File: config.mk
export PLATFORM = sky130hd
export DESIGN_NAME = hazard_stall_ctrl
export DESIGN_NICKNAME = d
export VERILOG_FILES = /design/src/rtl/hazard_pkg.sv /design/src/rtl/md_busy_cnt.sv /design/src/rtl/hazard_stall_ctrl.sv
export SDC_FILE = /design/constraint.sdc
export NUM_CORES = 1
export LEC_CHECK = 0
export CELL_PAD_IN_SITES_DETAIL_PLACEMENT = 1
export CELL_PAD_IN_SITES_GLOBAL_PLACEMENT = 1
export CORE_UTILIZATION = 29
export CTS_BUF_LIST = sky130_fd_sc_hd__clkbuf_16
export CTS_CLUSTER_SIZE = 20
export DETAILED_ROUTE_END_ITERATION = 7
export PLACE_DENSITY = 0.95
export SYNTH_ARGS = -nofsm -noshare
export SYNTH_HDL_FRONTEND = slang
export SYNTH_SLANG_ARGS = --single-unit
File: constraint.sdc
create_clock -name clk -period 4 [get_ports clk]
set_clock_uncertainty 0.05 [all_clocks]
set_input_delay 0.4 -clock clk [delete_from_list [all_inputs] [get_ports clk]]
set_output_delay 0.4 -clock clk [all_outputs]
set_load 0.05 [all_outputs]
File: src/rtl/hazard_pkg.sv
// Shared types and the per-source hazard test used by the stall/flush controller.
package hazard_pkg;

  // Internal working widths; narrower module fields are zero-extended into these.
  localparam int HZ_RA_W = 8;
  localparam int HZ_T_W  = 8;

  typedef logic [HZ_RA_W-1:0] hz_ra_t;
  typedef logic [HZ_T_W-1:0]  hz_t_t;

  localparam hz_t_t TUSE_NONE = {HZ_T_W{1'b1}};

  // Source s must wait for the producer at wa if it needs the value before it exists.
  function automatic logic src_hazard(input hz_ra_t s, input hz_t_t tuse,
                                      input hz_ra_t wa, input hz_t_t tnew);
    return (s != '0) && (tuse != TUSE_NONE) && (s == wa) && (tuse < tnew);
  endfunction

endpackage

File: src/rtl/md_busy_cnt.sv
// Multiply/divide busy tracker: issues the start pulse and counts down the unit latency.
module md_busy_cnt #(
  parameter int MULT_CYCLES = 5,
  parameter int DIV_CYCLES  = 10
) (
  input  logic clk,
  input  logic rst_n,
  input  logic md_start_e,
  input  logic md_div_e,
  output logic md_start,
  output logic md_busy
);

  localparam logic [7:0] MULT_LD = 8'(MULT_CYCLES);
  localparam logic [7:0] DIV_LD  = 8'(DIV_CYCLES);

  logic [7:0] cnt;

  // A start arriving while busy is dropped rather than restarting the count.
  assign md_start = md_start_e && (cnt == 8'd0);
  assign md_busy  = (cnt != 8'd0);

  always_ff @(posedge clk) begin
    if (!rst_n) begin
      cnt <= 8'd0;
    end else if (md_start) begin
      cnt <= md_div_e ? DIV_LD : MULT_LD;
    end else if (cnt != 8'd0) begin
      cnt <= cnt - 8'd1;
    end
  end

endmodule

File: src/rtl/hazard_stall_ctrl.sv
// Stall/flush controller: Tuse/Tnew data hazards over E/M/W plus mult/div busy interlock.
module hazard_stall_ctrl
  import hazard_pkg::*;
#(
  parameter int RA_W        = 5,
  parameter int T_W         = 2,
  parameter int MULT_CYCLES = 5,
  parameter int DIV_CYCLES  = 10,
  parameter int FWD_EN      = 1
) (
  input  logic            clk,
  input  logic            rst_n,
  input  logic [RA_W-1:0] rs_d,
  input  logic [RA_W-1:0] rt_d,
  input  logic [T_W-1:0]  tuse_rs_d,
  input  logic [T_W-1:0]  tuse_rt_d,
  input  logic [RA_W-1:0] wa_e,
  input  logic [RA_W-1:0] wa_m,
  input  logic [RA_W-1:0] wa_w,
  input  logic [T_W-1:0]  tnew_e,
  input  logic [T_W-1:0]  tnew_m,
  input  logic            md_use_d,
  input  logic            md_start_e,
  input  logic            md_div_e,
  output logic            stall_pc,
  output logic            stall_d,
  output logic            flush_e,
  output logic            md_start,
  output logic            md_busy
);

  hz_ra_t rs_x, rt_x, wa_e_x, wa_m_x, wa_w_x;
  hz_t_t  tuse_rs_x, tuse_rt_x, tnew_e_x, tnew_m_x;
  logic   data_stall, md_stall, stall;

  assign rs_x   = HZ_RA_W'(rs_d);
  assign rt_x   = HZ_RA_W'(rt_d);
  assign wa_e_x = HZ_RA_W'(wa_e);
  assign wa_m_x = HZ_RA_W'(wa_m);
  assign wa_w_x = HZ_RA_W'(wa_w);

  // The narrow "not read" code must map onto the wide one, not just zero-extend.
  assign tuse_rs_x = (tuse_rs_d == {T_W{1'b1}}) ? TUSE_NONE : HZ_T_W'(tuse_rs_d);
  assign tuse_rt_x = (tuse_rt_d == {T_W{1'b1}}) ? TUSE_NONE : HZ_T_W'(tuse_rt_d);
  assign tnew_e_x  = HZ_T_W'(tnew_e);
  assign tnew_m_x  = HZ_T_W'(tnew_m);

  generate
    if (FWD_EN != 0) begin : g_fwd
      assign data_stall = src_hazard(rs_x, tuse_rs_x, wa_e_x, tnew_e_x)
                        | src_hazard(rs_x, tuse_rs_x, wa_m_x, tnew_m_x)
                        | src_hazard(rt_x, tuse_rt_x, wa_e_x, tnew_e_x)
                        | src_hazard(rt_x, tuse_rt_x, wa_m_x, tnew_m_x);
    end else begin : g_nofwd
      // A maximal Tnew makes any read of a pending write a hazard, at every stage.
      assign data_stall = src_hazard(rs_x, tuse_rs_x, wa_e_x, TUSE_NONE)
                        | src_hazard(rs_x, tuse_rs_x, wa_m_x, TUSE_NONE)
                        | src_hazard(rs_x, tuse_rs_x, wa_w_x, TUSE_NONE)
                        | src_hazard(rt_x, tuse_rt_x, wa_e_x, TUSE_NONE)
                        | src_hazard(rt_x, tuse_rt_x, wa_m_x, TUSE_NONE)
                        | src_hazard(rt_x, tuse_rt_x, wa_w_x, TUSE_NONE);
    end
  endgenerate

  md_busy_cnt #(
    .MULT_CYCLES(MULT_CYCLES),
    .DIV_CYCLES (DIV_CYCLES)
  ) u_md_busy_cnt (
    .clk       (clk),
    .rst_n     (rst_n),
    .md_start_e(md_start_e),
    .md_div_e  (md_div_e),
    .md_start  (md_start),
    .md_busy   (md_busy)
  );

  assign md_stall = md_use_d && (md_busy || md_start_e);
  assign stall    = data_stall || md_stall;
  assign stall_pc = stall;
  assign stall_d  = stall;
  assign flush_e  = stall;

endmodule
==> results.md <==
- Status: complete, no violations
- Syn Area/Cell: around 8.0 um2
- Most numerous cell in the Yosys netlist: xnor2_1
- Die height: 54.9 um
- Synth top cells by count: xnor2_1, dfxtp_1, xor2_1
- Slowest stage delay, CP: 0.81 ns
- Worst vdd ir: 0.000394 V
- Max Cap Viol: 0
- Core area: roughly 2600 um2
- WP buf/inv: 3
- H-tree levels: 1
- Largest net degree at the start of global routing: 9
- CP max stage cell: clkdlybuf4s50_1
- Avg WL per Cell: 14.8 um
- CP top delay family: buffers and inverters
- Clock slew at reported path FFs: 0.04 ns
- CP Capture Type: output port
- Post-Place Cells: 165
- GRT Total Usage: 19.1%
- Final setup violation count: 0
- R2r endpoint: u_md_busy_cnt.cnt[3]
- Yosys top cell by area: dfxtp_1
- Number of synthesized flops with an enable pin: 0
- CP Capture Point: stall_d
- Fin. Hold Viols: 0
- Worst-Skew Late Latency: 0.23 ns
- Slew HR: 66.9%
- Power consumption: about 660 uW
- Layout fillers: 315
- Pwr Density: roughly 520 nW/um2
- RSZ-0062 raised after global routing: no
- Worst path depth: 8
- Critical Path, Cell by Cell: clkdlybuf4s50_1, inv_1, ha_1, nor4_1, nand4_1, a221o_1, nand3_1, clkdlybuf4s50_1
- Die X: 54.9 um
- Initial antenna violation count: 0
- Clock buffer count from CTS: 3
- Via count: 874
- Synth Register Bits: 8
- Max Buffers Root-to-Sink: 2
- Port-buffer cells: 37
- Top flop regs: u_md_busy_cnt.cnt x8
- Final Max Slew Viols: 0
- Setup slack at placement: 0.675 ns
- Sequential Area: 160 um2
- Fin nets: 183
- Initial Util: 31.6%
- Ys async rst share: 0%
- Layout area overhead: 56.7%
- Ys flop type: dfxtp_1
- Ant. Diodes: 0
- Gpl congestion: 0.772
- P_leak: 0.000499 uW
- Number of global-route vias before repair: ~970
- Hpwl dp: 2.15 mm
- Synth warn: 0
- Drt pass-1 iters: 2
- Drc violations: 0
- WL final: 2.49 mm
- Slew @ Worst Pin: between 0.4 and 0.5 ns
- Worst reg2reg setup slack: 1.99 ns
- Worst EP required: 3.55 ns
- First-pass GRT wire length: roughly 4 mm
- Worst r2r path cells: 7
- Setup ws final: 0.672 ns
- Setup Fix Bufs, Post-CTS: 0
- Hold_buf cts: 0
- Crit-path max FO: 3
- Clk sinks: 8
- Cell variety after synth: 32
- Top post-synthesis cells by area: dfxtp_1, xnor2_1, xor2_1, ha_1, nor3_1
- Hold WC Path Type: reg -> reg
- Clock root buffer: clkbuf_16
- Worst Setup Path Type: in -> out
- Mapped cell area: 812 um2
- Post-synthesis sequential area ratio: 19.7%
- Final min period: 3.33 ns
- IO Count: 43
- Area share of the largest cell type after synthesis: 19.7%
- Largest reg by FF count: u_md_busy_cnt.cnt
- CTS tree: yes
- Maximum clock frequency: around 0.30 GHz
- DIE AREA: 3020 um2
- CTS resizes: 0
- Max reg flops: 8
- Post-route core utilization: between 40% and 50%
- Fin crit share: 83.2%
- Multi-input gate area: between 500 and 600 um2
- Worst Setup SP: tnew_m[1]
- Std cell rows: 18
- Grt ovf: 0
- Reg2reg start: u_md_busy_cnt.cnt[0]
- Net count after synthesis: 145
- Layout cells sized above 1: 7.97%
- Final Non-Filler Cells: 168
- Gate Count Post-Synth: 102
- Setup TNS: 0 ns
- CP most frequent cell: clkdlybuf4s50_1
- Detail Route Antenna Nets: 0
- Startpoint Class: input pin
- Crit path DAT: around 2.9 ns
- Via/cell ratio: 5.20
- Number of DRC markers in iteration 0: 4
-- worst register-to-register path: cells and delay by family, from the launching register on --
family	cells	cell delay, ns
and+or+nand+nor	4	1.15
adders and majority gates	1	0.18
AOI/OAI and AO/OA	1	0.16
DFF	1	0.34
buffers and inverters	1	0.07
-- how the worst min path moves through the flow --
stage                     depth (start not counted)                 start  slack (ns)                    to
after global placement                            2  u_md_busy_cnt.cnt[0]        0.48  u_md_busy_cnt.cnt[0]
final                                             2  u_md_busy_cnt.cnt[7]        0.50  u_md_busy_cnt.cnt[7]
after global routing                              2  u_md_busy_cnt.cnt[7]        0.56  u_md_busy_cnt.cnt[7]
after CTS                                         2  u_md_busy_cnt.cnt[7]        0.51  u_md_busy_cnt.cnt[7]
after detailed placement                          2  u_md_busy_cnt.cnt[7]        0.51  u_md_busy_cnt.cnt[7]
after floorplan                                   2  u_md_busy_cnt.cnt[4]        0.46  u_md_busy_cnt.cnt[4]
-- placed cells by master, fill, tap and decap left out, drive strengths merged --
master | netlist | final
clkdlybuf4s50 | 0 | 37
nand4 | 4 | 4
a21boi | 1 | 1
a221o | 1 | 1
o21ai | 7 | 7
nor4b | 3 | 3
nor3 | 6 | 6
xnor2 | 12 | 12
nand2 | 7 | 7
ha | 5 | 5
o211ai | 1 | 1
dfxtp | 8 | 8
or3 | 1 | 1
nor2 | 6 | 6
o211a | 1 | 1
or4 | 1 | 1
mux2i | 1 | 1
xor2 | 8 | 8
a21oi | 3 | 3
mux2 | 1 | 1
nor2b | 4 | 4
and2b | 2 | 2
or3b | 1 | 1
nand3 | 1 | 1
nor4 | 2 | 2
a22oi | 1 | 1
inv | 8 | 8
and3 | 2 | 2
clkbuf | 2 | 3
-- metal layers --
metal	global-route usage [%]	vias to the layer above	part of all wire [%]
met4	12.5	0	3.8
met2	39.0	32	56
met3	3.28	10	4.4
met1	16.4	406	36
li1	-	426	-
met5	0	-	0
-- logic make-up after synthesis --
logic type,after synthesis,share of synthesized area [%]
AND/OR/NAND/NOR,40,30.0
buffers and inverters,12,6.47
XOR/XNOR,20,21.6
multiplexers,2,2.62
adder cells (fa/ha/maj),5,7.70
flip-flops,8,19.7
AO/OA/AOI/OAI,15,11.9
-- area by class of cell --
| cell class | count | share of cell area [%] |
|---|---|---|
| repair buffers | 37 | 29.1 |
| flip-flops and latches | 8 | 12.6 |
| well taps | 30 | 2.95 |
| clock buffers | 3 | 5.90 |
| inverters | 8 | 2.36 |
| multi-input cells | 82 | 47.1 |
-- power by group --
part	leakage, uW	switching [uW]	internal, uW	total [uW]
Combinational	0.000396	196	163	359
Sequential	0.0000661	30.7	107	138
Clock	0.0000370	37.4	129	166
Total	0.000499	264	399	663
-- through the flow --
stage / instance area, um2 / hold WS (ns)
floorplan: 812 / 0.460
global placement: 1200 / 0.482
detailed placement: 1200 / 0.510
global route: 1270 / 0.555
CTS: 1270 / 0.510
finish: 1270 / 0.501
Note: power is estimated with default switching activity, not from simulation.
